## config.mk

```make
export PLATFORM = sky130hd
export DESIGN_NAME = dmem_arbiter
export DESIGN_NICKNAME = d
export VERILOG_FILES = /design/src/rtl/dmem_pkg.sv /design/src/rtl/rr_arb2.sv /design/src/rtl/dmem_arbiter.sv
export SDC_FILE = /design/constraint.sdc
export NUM_CORES = 1
export LEC_CHECK = 0
export ABC_CLOCK_PERIOD_IN_PS = 2100
export BUFFER_PORTS_ARGS = -buffer_cell sky130_fd_sc_hd__buf_4
export CAP_MARGIN = 0
export CORE_MARGIN = 1.5
export CORE_UTILIZATION = 49
export CTS_CLUSTER_DIAMETER = 200
export DETAILED_ROUTE_END_ITERATION = 7
export PLACE_DENSITY = 0.86
export SLEW_MARGIN = 20
export SYNTH_ARGS = -nofsm -noshare
export SYNTH_HDL_FRONTEND = slang
export SYNTH_SLANG_ARGS = --single-unit
```

## constraint.sdc

```tcl
create_clock -name clk -period 2.1 [get_ports clk]
set_input_delay 0.21 -clock clk [delete_from_list [all_inputs] [get_ports clk]]
set_output_delay 0.21 -clock clk [all_outputs]
set_load 0.01 [all_outputs]
```

## src/rtl/dmem_pkg.sv

```systemverilog
// Shared types and default sizes for the data-memory arbiter slice.
package dmem_pkg;

    localparam int unsigned DEF_AW = 10;
    localparam int unsigned DEF_DW = 32;

    typedef enum logic {
        CLEAR = 1'b0,
        RUN   = 1'b1
    } state_t;

endpackage

```

## src/rtl/rr_arb2.sv

```systemverilog
// Two-way round-robin arbiter: the port not granted most recently wins a tie.
module rr_arb2 (
    input  logic       clk,
    input  logic       rst,
    input  logic [1:0] req,
    input  logic       advance,
    output logic [1:0] gnt
);

    // 1 when port 1 holds the most recent grant; reset value hands p0 the first tie
    logic last;

    always_comb begin
        gnt = 2'b00;
        if (advance) begin
            if (req[0] && (!req[1] || last)) begin
                gnt = 2'b01;
            end else if (req[1]) begin
                gnt = 2'b10;
            end
        end
    end

    always_ff @(posedge clk) begin
        if (rst) begin
            last <= 1'b1;
        end else if (|gnt) begin
            last <= gnt[1];
        end
    end

endmodule

```

## src/rtl/dmem_arbiter.sv

```systemverilog
// Shares one single-port SRAM between a fetch port and a load/store port,
// zero-filling the memory after reset before any request is served.
module dmem_arbiter
    import dmem_pkg::*;
#(
    parameter int unsigned AW = DEF_AW,
    parameter int unsigned DW = DEF_DW
) (
    input  logic          clk,
    input  logic          rst,
    input  logic          p0_req,
    input  logic [AW-1:0] p0_addr,
    output logic          p0_gnt,
    output logic          p0_rvalid,
    output logic [DW-1:0] p0_rdata,
    input  logic          p1_req,
    input  logic          p1_we,
    input  logic [AW-1:0] p1_addr,
    input  logic [DW-1:0] p1_wdata,
    output logic          p1_gnt,
    output logic          p1_rvalid,
    output logic [DW-1:0] p1_rdata,
    output logic          mem_we,
    output logic [AW-1:0] mem_addr,
    output logic [DW-1:0] mem_wdata,
    input  logic [DW-1:0] mem_rdata,
    output logic          init_done
);

    state_t        state;
    logic [AW-1:0] cnt;
    logic [AW-1:0] addr_q;
    logic [1:0]    gnt;
    logic          run_en;

    // Grants are withheld during reset so a read in that cycle never reports back
    assign run_en = (state == RUN) && !rst;

    rr_arb2 u_arb (
        .clk     (clk),
        .rst     (rst),
        .req     ({p1_req, p0_req}),
        .advance (run_en),
        .gnt     (gnt)
    );

    assign p0_gnt    = gnt[0];
    assign p1_gnt    = gnt[1];
    assign init_done = (state == RUN);

    // SRAM port mux; the address is held when idle to avoid needless toggling
    always_comb begin
        mem_we    = 1'b0;
        mem_addr  = addr_q;
        mem_wdata = '0;
        if (state == CLEAR) begin
            mem_we   = 1'b1;
            mem_addr = cnt;
        end else if (gnt[0]) begin
            mem_addr  = p0_addr;
            mem_wdata = p1_wdata;
        end else if (gnt[1]) begin
            mem_addr  = p1_addr;
            mem_we    = p1_we;
            mem_wdata = p1_wdata;
        end
    end

    always_ff @(posedge clk) begin
        if (rst) begin
            state     <= CLEAR;
            cnt       <= '0;
            addr_q    <= '0;
            p0_rvalid <= 1'b0;
            p1_rvalid <= 1'b0;
            p0_rdata  <= '0;
            p1_rdata  <= '0;
        end else begin
            addr_q    <= mem_addr;
            p0_rvalid <= gnt[0];
            p1_rvalid <= gnt[1] & ~p1_we;
            if (gnt[0]) begin
                p0_rdata <= mem_rdata;
            end
            if (gnt[1] && !p1_we) begin
                p1_rdata <= mem_rdata;
            end
            if (state == CLEAR) begin
                cnt <= cnt + AW'(1);
                if (cnt == '1) begin
                    state <= RUN;
                end
            end
        end
    end

endmodule

```

==> results.md, run 1 <==
- Status: finished, final reports clean
- Routed WL per cell: 16.0 µm
- Worst reg2reg path startpoint: init_done$_SDFF_PP0_
- DRT Wirelength: 12300 µm
- Arr. time, crit path: ~1.7 ns
- Hold Crit Start: mem_rdata[16]
- FMAX: 0.516 GHz
- Combined area of the multi-input logic cells: 1890 µm²
- Vias in the first global route: 4038
- Antenna cells: 0
- Synth top area cells: dfxtp_1, nand2_1, o21ai_0, nand3b_1, and2_1
- CTS tree: yes
- Syn_area_per_cell: about 8.0 µm²
- Clock power frac: 37.6%
- Die Ht: a little over 90 µm
- IO buf count: 200
- Ports: 201
- Die area: 8450 µm²
- Minimum clock period: roughly 1.9 ns
- Seq pwr share: 54.2%
- CP startpoint kind: flip-flop
- Vias/cell: 5.40
- CP Max Fanout: 16
- Largest net degree at the start of global routing: 43
- Psw: approximately 0.77 mW
- Worst slew pin tran: approximately 0.53 ns
- Buffers & Inverters on Critical Path: 1
- Starting Density: 50.4%
- Post-Synthesis Net Count: 572
- Slowest stage delay, CP: 0.35 ns
- Initial DRC Count: 253
- Crit end category: primary output
- Asr flop ratio synth: 0%
- Fin crit share: 92.2%
- Crit-path cells: a21oi_2 > nand3_4 > a22oi_1 > o22ai_1 > buf_4
- Peak supply drop: 327 µV
- Slew HR: 64.8%
- Commonest non-fill, non-tap cell in the layout: buf_4
- Share of cells above drive strength 1: 35.0%
- Post-synth top area cell: dfxtp_1
- Sw frac: between 20% and 30%
- Final Hold Violating Endpoints: 0
- Post-Syn Area: 3880 µm²
- Total core area: 7690 µm²
- H-Tree Depth: 3
- Clk sink count: between 80 and 90
- Req. time, crit path: ~1.9 ns
- Reg2Reg Depth: 5
- Cell Rows: 32
- HP Class: in2reg
- Final Max Slew Viols: 0
- Setup TNS: 0 ns
- Layout overhead on the synthesized area: 44.5%
- Clock skew: 0.0100 ns
- Ys Warns: 0
- Synth top area share: 45.4%
- Most frequent cells in the layout: buf_4, nand2_1, dfxtp_1
- Die X: 91.9 µm
- Fin util: 72.9%
- R2r setup slk: 0.49 ns
- Clock-pin transition on the worst setup and hold timing paths: 0.10 ns
- Combinational power share: 8.2%
- Final ANT Viol Nets: 0
- Initial antenna violation count: 0
- Mapped Cells: approximately 480
- # fillers: 579
- Cell-internal power: 2.34 mW
- GPL Wtd Cong: slightly above 0.9
- Ys flop type: dfxtp_1
- RSZ-0062 raised after global routing: false
- Register area share after synthesis: a little under half
- Hold depth: 3
- Total GRT Usage: 28.9%
- # nets final: about 750
- CP max stage cell: dfxtp_1
- Synth Register Bits: 88
- Pwr dens: 554 nW/µm²
- Post-synth EDFFs: 0
- Lkg Pwr: roughly 2.6 nW
- Global-route wire length before repair: ~19000 µm
- CTS Buffer Depth: 2
- Dpl hpwl: 8890 µm
- Setup violations, final: 0
- Remaining global-route overflow: 0
- CP Class: reg2out
- Hold EP: p0_rdata[16]$_SDFFE_PP0P_
- Hold-fix buffer count after cts: 0
- Reg2reg end: cnt[9]$_SDFFE_PP0N_
- CP top delay family: compound AO/OA/AOI/OAI gates
- Clock root buffer: clkbuf_8
- DR DRC count: 0
- Count of cell types in the netlist: 40
- Initial DRT Pass Iterations: 5
- Register Area: 1760 µm²
- CTS Buf Count: 9
- Total of max-cap violations: 0
- Clock Latency Late Sink: around 0.36 ns
- DR vias: 4157
==> flip-flops by register name, indices dropped and copies added (netlist names) <==
register    cells
p0_rdata       32
p1_rdata       32
u_arb.last      1
p0_rvalid       1
cnt            10
p1_rvalid       1
init_done       1
addr_q         10
==> cells by family (layout without fill, tap and decap cells) <==
group	Yosys count	in the layout	share of synthesized area, %
mux	1	1	0.258
flops	88	88	45.4
simple gates	207	207	27.6
buf+inv	51	237	6.36
fa+ha+maj	1	1	0.323
xor+xnor	8	8	1.81
compound gates	126	126	18.2
==> cells in the mapped netlist (3+ instances only) <==
master    instances
a22o_1            9
o21ai_0          57
nand3_1           4
a21oi_1          35
a22oi_1           9
o22ai_1           9
nand2_1         104
buf_6             4
xnor2_1           7
inv_1            11
dfxtp_1          88
clkbuf_1         20
nand3b_1         32
nor2_1           15
buf_2             9
buf_4             3
o21ai_1           5
and2_1           32
==> power groups by stage <==
stage	Clock, mW	Sequential [mW]	Combinational (mW)
6_report	1.17	1.68	0.254
5_1_grt	1.25	1.69	0.272
4_1_cts	1.18	1.68	0.250
3_5_place_dp	0	1.72	0.248
3_3_place_gp	0	1.72	0.244
2_1_floorplan	0	1.72	0.0811
==> cell type report <==
cell class              count  area share [%]
inverters                  12           0.804
flip-flops and latches     88            31.5
multi-input cells         343            33.8
clock buffers              11            2.70
repair buffers            209            28.1
well taps                 102            2.28
clock inverters             5           0.849
==> worst register-to-register path, cell delays in order (launching register included) <==
cell and delay (ns):
dfxtp_2 0.37, buf_4 0.22, and4b_1 0.38, nor4b_2 0.28, xnor2_1 0.17, nor2_1 0.06
==> routing by layer <==
layer | vias to the layer above | track usage (%) | routed length [µm]
li1 | 1984 | - | -
met5 | - | 0 | 0
met2 | 218 | 49.2 | 6020
met4 | 0 | 14.5 | 448
met1 | 1921 | 32.2 | 4490
met3 | 34 | 9.62 | 1330
==> per-stage QoR <==
step	cell area, µm²	power [mW]	hold slack, ns	setup WS, ns	cells
final	5600	3.10	0.0348	0.163	770
after detailed placement	5370	1.97	0.406	0.209	754
after floorplan	3880	1.80	0.309	0.587	482
after global routing	5600	3.20	0.0301	0.0253	770
after CTS	5570	3.12	0.0239	0.0181	770
after global placement	5370	1.97	0.403	0.325	754
==> how the worst max path moves through the flow <==
stage,from,end,slack (ns),cells after the start
after floorplan,init_done$_SDFF_PP0_,mem_wdata[10],0.59,5
after global placement,u_arb.last$_SDFFE_PP1P_,mem_addr[9],0.33,5
after detailed placement,u_arb.last$_SDFFE_PP1P_,mem_addr[3],0.21,5
after CTS,u_arb.last$_SDFFE_PP1P_,mem_addr[3],0.02,5
after global routing,u_arb.last$_SDFFE_PP1P_,mem_addr[2],0.03,5
final,u_arb.last$_SDFFE_PP1P_,mem_addr[8],0.16,5
==> what timing repair did <==
action,in CTS,in global routing
setup buffers,0,0
gates resized for setup,2,6
endpoints found under the setup margin,41,12
No activity file was read; power rests on OpenSTA's default activity.
==> inputs of run 2 (changes only) <==
==> config.mk (replaced) <==
export PLATFORM = sky130hd
export DESIGN_NAME = dmem_arbiter
export DESIGN_NICKNAME = d
export VERILOG_FILES = /design/src/rtl/dmem_pkg.sv /design/src/rtl/rr_arb2.sv /design/src/rtl/dmem_arbiter.sv
export SDC_FILE = /design/constraint.sdc
export NUM_CORES = 1
export LEC_CHECK = 0
export ABC_CLOCK_PERIOD_IN_PS = 2000
export CAP_MARGIN = 0
export CORE_MARGIN = 1.5
export CORE_UTILIZATION = 50
export CTS_CLUSTER_DIAMETER = 200
export DETAILED_ROUTE_END_ITERATION = 7
export DONT_BUFFER_PORTS = 1
export SLEW_MARGIN = 10
export SYNTH_ARGS = -nofsm -noshare
export SYNTH_HDL_FRONTEND = slang
export SYNTH_SLANG_ARGS = --single-unit
==> constraint.sdc (replaced) <==
create_clock -name clk -period 2 [get_ports clk]
set_input_delay 0.2 -clock clk [delete_from_list [all_inputs] [get_ports clk]]
set_output_delay 0.2 -clock clk [all_outputs]
set_load 0.01 [all_outputs]
==> run 2 against run 1 <==
  * Critical path depth shrank 1
  * Setup slack lost 0.039 ns
  * Critical endpoint is now mem_addr[2]
  * Largest cell class unchanged
  * Cell count shrank 21%
  * Utilization shrank 12 points
  * Die area shrank 1.9%
  * Non-clock buffer count shrank 163
  * Sequential share of layout area grew 8.0 points
  * Largest power group unchanged
  * Via count shrank 17%
  * Clock skew grew 0.00065 ns
  * Combinational power shrank 38%
  * Wire length shrank 11%
==> results.md, run 2 (synthesis gave the netlist of run 1 again) <==
- Status: finished, final reports clean
- Clk sink count: 88 (unchanged)
- Global-route wire length before repair: 16800 µm (-13%)
- Clock-pin transition on the worst setup and hold timing paths: 0.09 ns (about the same)
- Commonest non-fill, non-tap cell in the layout: nand2_1
- DP Worst Slack: 0.338 ns (+0.129 ns)
- Die Ht: 91.0 µm (-0.97%)
- IO buf count: 0 (-100%)
- Final ANT Viol Nets: 0 (unchanged)
- RSZ-0062 raised after global routing: false
- Vias in the first global route: 3283 (-19%)
- HP Class: in2reg
- Final worst setup slack: 0.125 ns (-0.0386 ns)
- Total core area: 7370 µm² (-4.1%)
- DR DRC count: 0 (unchanged)
- Hold Crit Start: rst
- Fin crit share: a little over nine tenths
- Dpl hpwl: 6930 µm (-22%)
- CP startpoint kind: flip-flop
- Hold EP: p0_rdata[27]$_SDFFE_PP0P_
- Setup TNS: 0 ns (unchanged)
- Most frequent cells in the layout: nand2_1, dfxtp_1, o21ai_0
- Total of max-cap violations: 0 (unchanged)
- Layout overhead on the synthesized area: 15.1%
- Largest net degree at the start of global routing: 54 (+26%)
- Pwr Total: 3.06 mW (-1.3%)
- CP Max Fanout: 18 (+2)
- Starting Density: 52.6% (+2.2 points)
- Final instance area: 4460 µm² (-20%)
- Peak supply drop: 384 µV (+18%)
- Cell Rows: 31 (-3.1%)
- Final Max Slew Viols: 0 (unchanged)
- Minimum clock period: roughly 1.9 ns
- # nets final: 590 (-22%)
- GR peak layer: met2
- CTS Buffer Depth: 2 (unchanged)
- Largest registers: p0_rdata x32, p1_rdata x32
- Worst slew pin tran: 0.561 ns (+0.0360 ns)
- FMAX: approximately 0.53 GHz
- Clock skew: 0.0107 ns (+0.000654 ns)
- DRT Wirelength: 10900 µm (-11%)
- CTS Buf Count: 9 (unchanged)
- Total GRT Usage: 25.9% (-3.1 points)
- Remaining global-route overflow: 0 (unchanged)
- Ports: 201 (unchanged)
- DR vias: 3439 (-17%)
- Die area: 8290 µm² (-1.9%)
- Reg2Reg Depth: 5 (unchanged)
- Hold depth: 2 (-1)
- CTS tree: yes
- Initial DRT Pass Iterations: 5 (unchanged)
- Share of cells above drive strength 1: 6.73% (-28 points)
- Worst reg2reg path startpoint: u_arb.last$_SDFFE_PP1P_
- Initial DRC Count: 224 (-11%)
- Critical path startpoint: init_done$_SDFF_PP0_
- Setup violations, final: 0 (unchanged)
- Req. time, crit path: 1.80 ns (-0.09 ns)
- Pwr dens: 686 nW/µm² (+24%)
- Reg2reg end: p1_rdata[9]$_SDFFE_PP0P_
- Fin util: 60.5% (-12 points)
- Slew HR: 62.4% (-2.4 points)
- Met3 Track Usage GR: 7.12% (-2.5 points)
- R2r setup slk: 0.50 ns (about the same)
- Lkg Pwr: 1.68 nW (-35%)
- Clock Latency Late Sink: 0.36 ns (about the same)
- CP Class: reg2out
- Final Hold Violating Endpoints: 0 (unchanged)
- Met2 GRT Util: 43.2% (-6.0 points)
- Die X: 91.0 µm (-0.97%)
- Placed Instance Area: 3880 µm² (-28%)
- Routed WL per cell: 18.0 µm (+13%)
- Vias/cell: 5.67 (+4.9%)
- Initial antenna violation count: 3 (+3)
- H-Tree Depth: 3 (unchanged)
- Clock root buffer: clkbuf_8
- Setup Fix Bufs, Post-CTS: 0 (unchanged)
- M1 GR Usage: 30.0% (-2.2 points)
- GPL Wtd Cong: 0.841 (-9.4%)
- Crit end category: primary output
- Arr. time, crit path: 1.68 ns (-0.05 ns)
run 2: changes by cell type in the layout (fill, tap and decap cells not counted), sizes merged:
| cell | before | now |
|---|---|---|
| clkbuf | 11 | 9 |
| diode | 0 | 3 |
| dlygate4sd3 | 0 | 36 |
| clkinvlp | 1 | 3 |
| buf | 209 | 10 |
run 2: metal layers:
| layer | vias up | wire length, µm |
|---|---|---|
| met1 | 1594 | 4370 |
| li1 | 1664 | - |
| met3 | 20 | 977 |
| met4 | 0 | 345 |
| met2 | 161 | 5220 |
| met5 | - | 0 |
run 2: worst max-delay path by stage:
stage | to | depth (start not counted)
final | mem_addr[2] | 4
after global routing | mem_addr[2] | 4
after CTS | mem_addr[4] | 5
after detailed placement | mem_addr[4] | 4
after global placement | mem_addr[2] | 4
after floorplan | mem_wdata[10] | 5
run 2: area by class of cell:
type | instances | area, µm²
clock inverters | 7 | 53.8
repair buffers | 46 | 460
multi-input cells | 343 | 1880
inverters | 12 | 45.0
clock buffers | 9 | 124
diodes | 3 | 7.51
well taps | 99 | 124
flip-flops and latches | 88 | 1760
fillers | 658 | 2910
run 2: worst max-delay path: stages, from the launching register on:
cell	delay [ns]
dfxtp_2	0.45
nor2b_4	0.20
buf_4	0.22
a22oi_1	0.11
o21ai_0	0.35
run 2: timing repair:
action                                  4_1_cts  5_1_grt
hold buffers                                 37        0
endpoints found under the hold margin        77        0
resized for setup                             2        2
endpoints found under the setup margin        9        9
run 2: power by group:
group	switching [mW]	leakage [nW]	internal, mW	total [mW]
Sequential	0.00888	0.710	1.76	1.77
Combinational	0.0689	0.890	0.0884	0.157
Clock	0.676	0.0827	0.462	1.14
run 2: stage by stage:
stage	cells	hold slack [ns]
3_3_place_gp	551	0.275
2_1_floorplan	482	0.299
6_report	607	0.0109
3_5_place_dp	551	0.278
4_1_cts	604	0.000136
5_1_grt	607	0.00412
